[src/rtl/huff_stream_encoder_pkg.sv]
// Shared types and width helpers for the table-programmable Huffman stream encoder.
package huff_pkg;

  typedef enum logic {
    RUN   = 1'b0,
    FLUSH = 1'b1
  } state_e;

  // Bits needed to hold the values 0..maxval inclusive.
  function automatic int width_for(input int maxval);
    return (maxval < 2) ? 1 : $clog2(maxval + 1);
  endfunction

endpackage

[src/rtl/huff_bit_packer.sv]
// Left-justified bit accumulator: appends variable-length codes below the
// current fill and pops OUT_W-bit words off the top, MSB first.
module huff_bit_packer
  import huff_pkg::*;
#(
  parameter int MAX_LEN = 8,
  parameter int OUT_W   = 8,
  localparam int LEN_W  = width_for(MAX_LEN),
  localparam int NB_W   = width_for(OUT_W),
  localparam int AW     = OUT_W + MAX_LEN,
  localparam int FW     = width_for(OUT_W + MAX_LEN)
) (
  input  logic               clock,
  input  logic               reset_n,
  input  logic               app_en,
  input  logic [MAX_LEN-1:0] app_code,
  input  logic [LEN_W-1:0]   app_len,
  input  logic               pop,
  output logic [FW-1:0]      fill,
  output logic [OUT_W-1:0]   word,
  output logic [NB_W-1:0]    word_nbits
);

  logic [AW-1:0]      acc;
  logic [AW-1:0]      acc_next;
  logic [AW-1:0]      base;
  logic [AW-1:0]      ins;
  logic [FW-1:0]      fill_q;
  logic [FW-1:0]      fill_next;
  logic [FW-1:0]      fill_b;
  logic [FW-1:0]      popped;
  logic [MAX_LEN-1:0] code_mask;
  logic [NB_W-1:0]    nb;

  // The pop is applied first so a same-cycle append lands just below the
  // surviving bits instead of inside the word that is leaving.
  always_comb begin
    popped    = (fill_q > FW'(OUT_W)) ? FW'(OUT_W) : fill_q;
    base      = acc;
    fill_b    = fill_q;
    if (pop) begin
      base   = acc << OUT_W;
      fill_b = fill_q - popped;
    end
    code_mask = ~({MAX_LEN{1'b1}} >> app_len);
    ins       = {app_code & code_mask, {OUT_W{1'b0}}} >> fill_b;
    acc_next  = base;
    fill_next = fill_b;
    if (app_en) begin
      acc_next  = base | ins;
      fill_next = fill_b + FW'(app_len);
    end
  end

  always_ff @(posedge clock or negedge reset_n) begin
    if (!reset_n) begin
      acc    <= '0;
      fill_q <= '0;
    end else begin
      acc    <= acc_next;
      fill_q <= fill_next;
    end
  end

  always_comb begin
    nb         = NB_W'(popped);
    word       = acc[AW-1 -: OUT_W] & ~({OUT_W{1'b1}} >> nb);
    word_nbits = nb;
    fill       = fill_q;
  end

endmodule

[src/rtl/huff_stream_encoder.sv]
// Huffman encoder with a loadable code table; symbols in, MSB-first packed
// words out, both sides valid/ready with frame delimiting.
module huff_stream_encoder
  import huff_pkg::*;
#(
  parameter int SYM_W   = 4,
  parameter int MAX_LEN = 8,
  parameter int OUT_W   = 8,
  localparam int LEN_W  = width_for(MAX_LEN),
  localparam int NB_W   = width_for(OUT_W),
  localparam int FW     = width_for(OUT_W + MAX_LEN),
  localparam int DEPTH  = 2 ** SYM_W
) (
  input  logic               clock,
  input  logic               reset_n,
  input  logic               cfg_we,
  input  logic [SYM_W-1:0]   cfg_addr,
  input  logic [MAX_LEN-1:0] cfg_code,
  input  logic [LEN_W-1:0]   cfg_len,
  input  logic               in_valid,
  output logic               in_ready,
  input  logic [SYM_W-1:0]   in_sym,
  input  logic               in_last,
  output logic               out_valid,
  input  logic               out_ready,
  output logic [OUT_W-1:0]   out_data,
  output logic [NB_W-1:0]    out_nbits,
  output logic               out_last,
  output logic               busy,
  output logic               err_len0
);

  typedef struct packed {
    logic [MAX_LEN-1:0] code;
    logic [LEN_W-1:0]   len;
  } entry_t;

  entry_t           tbl [DEPTH];
  entry_t           ent;
  state_e           state;
  logic             up;
  logic             accept;
  logic             pop;
  logic [LEN_W-1:0] cfg_len_sat;
  logic [FW-1:0]    fill;
  logic [OUT_W-1:0] word;
  logic [NB_W-1:0]  word_nbits;

  // 'up' keeps in_ready low while reset is held, even though RUN/fill=0
  // would otherwise advertise readiness.
  always_comb begin
    ent         = tbl[in_sym];
    cfg_len_sat = (cfg_len > LEN_W'(MAX_LEN)) ? LEN_W'(MAX_LEN) : cfg_len;
    busy        = (fill != '0) || (state != RUN);
    in_ready    = up && (state == RUN) && (fill < FW'(OUT_W));
    out_valid   = (state == FLUSH) || (fill >= FW'(OUT_W));
    out_last    = (state == FLUSH) && (fill <= FW'(OUT_W));
    out_data    = word;
    out_nbits   = out_valid ? word_nbits : '0;
    accept      = in_valid && in_ready;
    pop         = out_valid && out_ready;
  end

  always_ff @(posedge clock or negedge reset_n) begin
    if (!reset_n) begin
      for (int i = 0; i < DEPTH; i++) tbl[i] <= '0;
    end else if (cfg_we && !busy) begin
      tbl[cfg_addr] <= '{code: cfg_code, len: cfg_len_sat};
    end
  end

  always_ff @(posedge clock or negedge reset_n) begin
    if (!reset_n) begin
      state    <= RUN;
      up       <= 1'b0;
      err_len0 <= 1'b0;
    end else begin
      up       <= 1'b1;
      err_len0 <= accept && (ent.len == '0);
      case (state)
        RUN:     if (accept && in_last) state <= FLUSH;
        FLUSH:   if (pop && out_last) state <= RUN;
        default: state <= RUN;
      endcase
    end
  end

  huff_bit_packer #(
    .MAX_LEN (MAX_LEN),
    .OUT_W   (OUT_W)
  ) u_packer (
    .clock      (clock),
    .reset_n    (reset_n),
    .app_en     (accept),
    .app_code   (ent.code),
    .app_len    (ent.len),
    .pop        (pop),
    .fill       (fill),
    .word       (word),
    .word_nbits (word_nbits)
  );

endmodule

[config.mk]
export PLATFORM = sky130hd
export DESIGN_NAME = huff_stream_encoder
export DESIGN_NICKNAME = d
export VERILOG_FILES = /design/src/rtl/huff_stream_encoder_pkg.sv /design/src/rtl/huff_bit_packer.sv /design/src/rtl/huff_stream_encoder.sv
export SDC_FILE = /design/constraint.sdc
export NUM_CORES = 1
export LEC_CHECK = 0
export CORE_MARGIN = 3
export CORE_UTILIZATION = 40
export DETAILED_ROUTE_END_ITERATION = 12
export PLACE_DENSITY = 0.67
export SLEW_MARGIN = 20
export SYNTH_ARGS = -nofsm -noshare
export SYNTH_HDL_FRONTEND = slang
export SYNTH_SLANG_ARGS = --single-unit
export TNS_END_PERCENT = 5
[constraint.sdc]
create_clock -name clock -period 2.6 [get_ports clock]
set_input_delay 0.26 -clock clock [delete_from_list [all_inputs] [get_ports clock]]
set_output_delay 0.26 -clock clock [all_outputs]
set_load 0.1 [all_outputs]
; Word-level counts from Yosys, hierarchy flattened
; Cells that the tools add are included.
[totals]
wordCells = 89
input_bits = 26
output_inout_bits = 17
regBits = 216
[op_classes]
n_reduce_logical = 15
n_addsub = 2
shifts = 3
magnitude_cmp = 8
bitwise_logic = 8
mux = 16
[op_table]
columns = operator, n
row1 = $bwmux 192, 1
row2 = $bmux 12 s4, 1
row3 = $demux 12 s4, 1
row4 = $mux 12, 3
row5 = $mux 16, 2
row6 = $and 8x8->8, 2
row7 = $not 8->8, 2
row8 = $or 16x16->16, 1
row9 = $shr 16x5->16, 1
row10 = $shr 8x4->8 const A, 2
row11 = $mux 5, 3
row12 = $ge 5x5->1 const B, 2
row13 = $logic_and 1x1->1, 10
row14 = $not 4->5, 2
row15 = $mux 4, 2
row16 = $add 5x4->5, 1
row17 = $ge 5x4->1 const B, 1
row18 = $gt 5x4->1 const B, 1
row19 = $le 5x4->1 const B, 1
row20 = $lt 5x1->1 const B, 1
row21 = $lt 5x4->1 const B, 1
row22 = $reduce_bool 5->1, 1
row23 = $sub 5x5->5, 1
row24 = $gt 4x4->1 const B, 1
row25 = other kinds (6), 8

; Longest topological paths before layout
; Gate-level depths: netlist of the first run.
[logic_depth]
ltp_word = 10
depth_mapped = 13
ltp_nobuf = 12

; Hierarchy
; Synthesis of the first run repeated with hierarchy kept, for this count alone.
[hier_totals]
cells_unflattened = 822
hier_area_um2 = 10675.2
[by_module_without_submodules]
columns = module, seq_area_each_um2, area_per_inst_um2, cells_per_inst, n_inst
row1 = huff_stream_encoder, 4879.7, 8936.1, 620, 1
row2 = huff_bit_packer, 525.5, 1739.2, 202, 1

; Least setup slack after synthesis of the first run
; No wires, ideal clock.
[synth_path]
path_kind = register to output
from = reg u_packer.fill_q[3], in the netlist u_packer.fill[3]
to = out out_data[5]
path_slack_ns = -1.354
t_required_ns = 2.340
path_stages_with_launch = 6
path_buffers = 1
arrival_time_ns = 3.694
cell_sequence = dfrtp_1 > clkbuf_1 > nor2_1 > inv_1 > nor2_1 > a21boi_0
[synth_between]
elab_chain_cells = 5
[synth_rtl]
columns = item, line
row1 = start: declaration, huff_bit_packer.sv:28  ; logic [FW-1:0] fill_q;
row2 = start signal: assignment, huff_bit_packer.sv:61  ; fill_q <= fill_next;
row3 = $gt 5x4->1, huff_bit_packer.sv:38  ; popped = (fill_q > FW'(OUT_W)) ? FW'(OUT_W) : fill_q;
row4 = $mux 5 *, huff_bit_packer.sv:38
row5 = $shr 8x4->8 *, huff_bit_packer.sv:67  ; word = acc[AW-1 -: OUT_W] & ~({OUT_W{1'b1}} >> nb);
row6 = $not 8->8 *, huff_bit_packer.sv:67
row7 = $and 8x8->8 *, huff_bit_packer.sv:67
row8 = end: declaration, huff_stream_encoder.sv:26  ; output logic [OUT_W-1:0] out_data,
; Every way passes the cells marked *; elsewhere a longest branch is shown, timed or not.

; Worst setup path after layout of the first run
[layout_path]
from = reg tbl[15] (netlist bit)
to = reg u_packer.acc[10]
[layout_between]
elab_chain_cells = 9
[layout_rtl]
columns = item, line
row1 = start: declaration, huff_stream_encoder.sv:38  ; entry_t tbl [DEPTH];
row2 = start signal: indexed assignment, huff_stream_encoder.sv:68  ; tbl[cfg_addr] <= '{code: cfg_code, len: cfg_len_sat};
row3 = $bmux 12 s4, huff_stream_encoder.sv:52  ; ent = tbl[in_sym];
row4 = $mux 12 (not written as such) (2 in series), huff_stream_encoder.sv:52
row5 = $shr 8x4->8, huff_bit_packer.sv:45  ; code_mask = ~({MAX_LEN{1'b1}} >> app_len);
row6 = $not 8->8, huff_bit_packer.sv:45
row7 = $and 8x8->8, huff_bit_packer.sv:46  ; ins = {app_code & code_mask, {OUT_W{1'b0}}} >> fill_b;
row8 = $shr 16x5->16, huff_bit_packer.sv:46
row9 = $or 16x16->16, huff_bit_packer.sv:50  ; acc_next = base | ins;
row10 = $mux 16, huff_bit_packer.sv:49  ; if (app_en) begin
row11 = net u_packer.acc_next[10], huff_bit_packer.sv:25  ; logic [AW-1:0] acc_next;
row12 = end signal: assignment, huff_bit_packer.sv:60  ; acc <= acc_next;
row13 = end: declaration, huff_bit_packer.sv:24  ; logic [AW-1:0] acc;
; The timed path passes the listed nets, and every way through them passes these cells. The select of a mux whose other input is x is not followed.
; A chain may end at the register's enable or synchronous reset.

==> results of run 1 <==
cell type report:
cell class	count	area share, %
Clock inverter	6	0.7253
Multi-Input combinational cell	611	37.93
Clock buffer	38	5.831
Tap cell	335	3.197
Sequential cell	216	41.23
Timing Repair Buffer	159	10.66
Inverter	14	0.4294
cells in the mapped netlist, types with 10 or more instances:
| master | n |
|---|---|
| clkbuf_1 | 40 |
| nand2_1 | 128 |
| mux4_2 | 24 |
| buf_2 | 10 |
| nor2b_1 | 17 |
| mux2i_1 | 35 |
| inv_1 | 14 |
| a21oi_1 | 12 |
| mux2_2 | 141 |
| nand3_1 | 17 |
| nor2_1 | 26 |
| o21ai_0 | 61 |
| dfrtp_1 | 216 |
worst max-delay path, stage by stage, from the launching register on:
cell and delay, ns:
dfrtp_1 0.39, mux4_1 0.55, nand3_1 0.12, and4_1 0.43, o211ai_2 0.23, a21oi_1 0.32
a2bb2oi_1 0.19, o221ai_1 0.13
per-stage QoR:
step | setup WS, ns | hold slack [ns] | power (mW) | instances
finish | 0.09196 | 0.3042 | 13.83 | 1379
global route | 0.01650 | 0.3302 | 14.61 | 1379
CTS | 0.09773 | 0.3085 | 13.91 | 1379
detailed placement | -0.2496 | 0.3036 | 10.27 | 1334
global placement | -0.2006 | 0.2948 | 10.11 | 1334
floorplan | -0.5981 | -0.03559 | 8.648 | 902
repair_timing:
action | CTS | global route
endpoints found under the hold margin | 61 | 0
hold buffers | 1 | 0
resized for setup | 0 | 1
setup endpoints to repair | 0 | 14
power by group through the flow:
stage | sequential [mW] | clock, mW | combinational, mW
after floorplan | 5.03 | 0 | 3.62
after detailed placement | 5.25 | 0 | 5.02
after global routing | 5.35 | 3.82 | 5.44
final | 5.21 | 3.59 | 5.04
after global placement | 5.19 | 0 | 4.92
after CTS | 5.20 | 3.67 | 5.04
layer usage:
layer  part of all wire (%)  up-vias  global-route usage [%]
li1                       -     3519                       -
met1                     45     3848                   27.19
met2                     46      223                   31.66
met3                    5.5       59                   3.471
met4                    3.4        0                   6.650
met5                      0        -                       0
how the worst max path moves through the flow:
stage | depth (start not counted) | to | from | slack, ns
after floorplan | 3 | out_data[1] | u_packer.fill[2] | -0.60
after global placement | 9 | u_packer.acc[10] | in_sym[0] | -0.20
after detailed placement | 10 | u_packer.acc[10] | in_sym[3] | -0.25
after CTS | 7 | u_packer.acc[10] | tbl[15] | 0.1
after global routing | 7 | u_packer.acc[10] | tbl[15] | 0.02
final | 7 | u_packer.acc[10] | tbl[15] | 0.09
flip-flops by register name, summed over array words and instances (netlist names):
name	count
err_len0	1
state	1
tbl	192
u_packer.acc	16
u_packer.fill	5
up	1
cells by family (layout without fill, tap and decap cells):
group / after synthesis / count (layout)
xor gates and xnor gates: 2 / 2
AOI/OAI and AO/OA: 148 / 148
other: 2 / 3
DFF: 216 / 216
adders and majority gates: 8 / 8
buffers and inverters: 75 / 217
muxes: 210 / 210
and+or+nand+nor: 240 / 240
==> out/qor.yml, run 1 <==
worst_setup_path:
  r2r_cells: 7
  worstSetupStartpointType: "flop"
  r2r_slack_ns: 0.09
  r2r_start: "tbl[15]"
  arrival_ns: 2.90
  cp_max_fo: 8
  path_class: "reg2reg"
  worst_setup_path_end_kind: "flop"
  r2r_end: "u_packer.acc[10]"
  cp.required_ns: 2.99
grt:
  grt_pass1_vias: 7782
  grt_usage_pct: 19.70
  gr-total-overflow: 0
  grt_max_degree: 66
  antenna_found_initial: 0
  grt_pass1_wl_mm: 44.30
logic_synthesis:
  netlist_area_mm2: 0.01072
  synth_warnings: 0
  async_flop_share_pct: 100.0
  yosys.area_share.simple_pct: 10.56
  synthTopCellsByArea: "dfrtp_1, mux2_2, mux4_2"
  syn_avg_cell_area_um2: 11.90
  synth_edf_count: 0
  yosysSeqAreaShare_pct: 50.40
  synth_fa_ha_area_share_pct: 0.9800
  synth_cells: 901
  synthMuxAreaShare_pct: 25.20
  netlist.area_leader.share_pct: 50.40
  ys_ff_latch: 216
  synth_xor_area_share_pct: 0.1633
  synth_cell_type_count: 75
  yosys.area.top_type: "dfrtp_1"
  synth_ff_type: "dfrtp_1"
  synth_top_family_by_area: "multiplexers"
  synth-compound-area-share_pct: 9.170
floorplan:
  start_util_pct: 40.92
  rows: 59
  die-width_um: 169.7
  core_mm2: 0.02621
  dieHeight_um: 169.7
  ios: 43
  die-area_mm2: 0.02881
pwr:
  combinationalPowerShare_pct: 36.4
  p_leak_nw: 6.210
  ir_drop_uv: 517.4
  clkPwrFrac_pct: 25.9
  p_switching_mw: 4.790
  seqPwrFrac_pct: 37.7
  powerDensity_mw_per_mm2: 1055
  internal_power_mw: 9.044
  swShare_pct: 34.62
clock_network:
  cts_tree: "yes"
  clock_latency_ns: 0.53
  cts_root_buffer: "clkbuf_16"
  cts_sinks: 216
  clockBufferDepth: 3
  cts_inserted_buffers: 25
  path_clk_slew_ns: 0.06
  cts_setup_buffers: 0
  h-tree-depth: 1
sta:
  maxSlewHeadroom_pct: 53.75
  setup_tns_ns: 0
  grt_setup_unrepaired: "false"
  hold_viol: 0
  period_needed_ns: 2.508
  fmax_mhz: 398.7
  setup_viol: 0
  tightest_slew_ns: 0.6938
  finalMaxSlewViolations: 0
  post-route-period-util_pct: 96.46
  skew_ns: 0.01217
routing:
  drtPass1Iterations: 5
  vias: 7649
  wire_per_inst_um: 20.36
  wirelength_mm: 28.08
  drtIter0Drc: 533
  viasPerCell: 5.547
  ant_nets: 0
  drc_errors: 0
final_layout:
  register_area_mm2: 0.005405
  post-route-util_pct: 50.03
  n_fill_cell: 2294
  final_nets: 1060
  drive_gt1_share_pct: 35.06
  multiInputGateArea_mm2: 0.004974
  area_growth_pct: 22.26
  final_common_cell: "dfrtp_1"
  final_cell_mix: "dfrtp_1, mux2_2, nand2_1"
  diodes: 0
  stdcell_area_mm2: 0.01311
hold_path:
  hold_path.class: "in2async"
status:
  status: "finished clean"
place:
  place_congestion: 0.8650
  hpwl_mm: 19.65
  place_area_mm2: 0.01224
  io_buffers: 42
flow_run:
  maxCapViolCount: 0
Note: power is estimated with default switching activity, not from simulation.
==> inputs of run 2 (changes only) <==
--- a/config.mk
+++ b/config.mk
@@ -6,9 +6,9 @@
 export NUM_CORES = 1
 export LEC_CHECK = 0
 export CORE_MARGIN = 3
-export CORE_UTILIZATION = 40
+export CORE_UTILIZATION = 50
 export DETAILED_ROUTE_END_ITERATION = 12
-export PLACE_DENSITY = 0.67
+export PLACE_DENSITY = 0.79
 export SLEW_MARGIN = 20
 export SYNTH_ARGS = -nofsm -noshare
 export SYNTH_HDL_FRONTEND = slang
==> out/qor.yml, run 2 (synthesis results as in run 1) <==
worst_setup_path:
  cp-startpoint: "state"
  worstSetupStartpointType: "flop"
  r2r_start: "state"
  r2r_cells: 6
  path_cells: "nor3_2, nand3_1, nor3_1, nand3_1, buf_12, mux2_2"
  arrival_ns: 2.98
  max_stage_delay_ns: 0.46
  path_class: "reg2reg"
  cp-endpoint: "tbl[46]"
  cp.required_ns: 3.00
  critPathSlowestCell: "dfrtp_1"
  r2r_end: "tbl[46]"
  cp_top_family: "simple AND/OR/NAND/NOR gates"
  worst_setup_path_end_kind: "flop"
  cp.depth: 6
  cp.buffers_inverters: 1
  cp_common_cell: "nand3_1"
  r2r_slack_ns: 0.02
  cp_max_fo: 13
final_layout:
  final_cell_mix: "dfrtp_1, mux2_2, nand2_1"
  top_register: "tbl"
  final_nets: 1050
  final_common_cell: "dfrtp_1"
  stdcell_count: 1305
  post-route-util_pct: 62.63
  area_growth_pct: 20.45
  drive_gt1_share_pct: 34.24
  largest_register_ffs: 192
  layout_top_registers: "tbl x192, u_packer.acc x16, u_packer.fill x5"
clock_network:
  path_clk_slew_ns: 0.06
  h-tree-depth: 1
  clockBufferDepth: 3
  cts_tree: "yes"
  cts-resized-gates: 0
  cts_inserted_buffers: 24
  cts_root_buffer: "clkbuf_16"
  cts_sinks: 216
  clock_latency_ns: 0.53
place:
  io_buffers: 42
  hpwl_mm: 18.76
  placed_cells: 1260
  place_congestion: 0.8745
pwr:
  p_leak_nw: 6.141
  powerDensity_mw_per_mm2: 1069
  ir_drop_uv: 750.3
hold_path:
  hold_path.class: "in2async"
sta:
  period_needed_ns: 2.579
  grt_setup_unrepaired: "true"
  post-route-period-util_pct: 99.21
  tightest_slew_ns: 0.7493
  holdWs_ns: 0.2695
  setup_viol: 0
  finalMaxSlewViolations: 0
  fmax_mhz: 387.7
  maxSlewHeadroom_pct: 49.89
  skew_ns: 0.01542
  hold_viol: 0
floorplan:
  core_mm2: 0.02062
  start_util_pct: 52.00
  rows: 52
  die-width_um: 152.5
  dieHeight_um: 152.5
  ios: 43
  die-area_mm2: 0.02324
grt:
  grt_max_degree: 63
  antenna_found_initial: 0
  grt_pass1_wl_mm: 43.32
  gr-total-overflow: 0
  grt_usage_pct: 23.07
  grt_pass1_vias: 7841
flow_run:
  maxCapViolCount: 0
routing:
  wirelength_mm: 27.18
  viasPerCell: 5.910
  drtPass1Iterations: 5
  vias: 7713
  drc_errors: 0
  wire_per_inst_um: 20.83
  ant_nets: 0
  drtIter0Drc: 481
status:
  status: "finished clean"
run 2: cell types whose count changed in the layout (fill, tap and decap cells not counted), sizes merged:
cell    before  now
buf        136  127
bufinv       2    4
clkbuf      39   34
diode        0    1
clkinv       3    5
run 2: area by class of cell:
| type | instances | area [um^2] |
|---|---|---|
| clock buffer | 33 | 674.4 |
| fill | 1522 | 7707 |
| sequential | 216 | 5405 |
| multi-input combinational | 611 | 4969 |
| timing repair buffer | 150 | 1305 |
| inverter | 14 | 56.30 |
| tap | 270 | 337.8 |
| clock inverter | 10 | 167.7 |
| antenna | 1 | 2.502 |
run 2: worst min-delay path by stage:
stage | from | to | cells past startpoint
finish | reset_n | state | 2
global route | reset_n | state | 2
CTS | reset_n | state | 2
detailed placement | reset_n | state | 1
global placement | reset_n | state | 1
floorplan | reset_n | err_len0 | 0
run 2: what timing repair did:
item,CTS,global route
hold endpoints to repair,57,0
setup buffers,0,0
hold buffers,1,0
setup endpoints to repair,0,30
run 2: through the flow:
step | total power [mW] | setup slack (ns) | TNS, ns | area, um^2
finish | 13.81 | 0.02061 | 0 | 12920
floorplan | 8.648 | -0.5981 | -5.649 | 10750
detailed placement | 10.18 | -0.2220 | -2.071 | 12060
global placement | 9.975 | -0.1989 | -1.218 | 12060
CTS | 13.83 | 0.03038 | 0 | 12910
global route | 14.48 | -0.07898 | -1.303 | 12910
run 2: layer usage:
layer / global-route usage, % / part of all wire (%)
met5: 0 / 0
met3: 3.806 / 5.8
met2: 38.70 / 48
met1: 30.60 / 42
met4: 8.316 / 4.0
run 2: power by group:
group          internal, mW  switching (mW)
combinational          2.19            2.77
clock                  2.22            1.40
sequential             4.57           0.656
total                  8.98            4.82
==> inputs of run 3 (changes only) <==
--- a/config.mk
+++ b/config.mk
@@ -9,7 +9,6 @@
 export CORE_UTILIZATION = 50
 export DETAILED_ROUTE_END_ITERATION = 12
 export PLACE_DENSITY = 0.79
-export SLEW_MARGIN = 20
 export SYNTH_ARGS = -nofsm -noshare
 export SYNTH_HDL_FRONTEND = slang
 export SYNTH_SLANG_ARGS = --single-unit
==> results of run 3 <==
Final layout, timing and power as in run 2 (identical DEF).
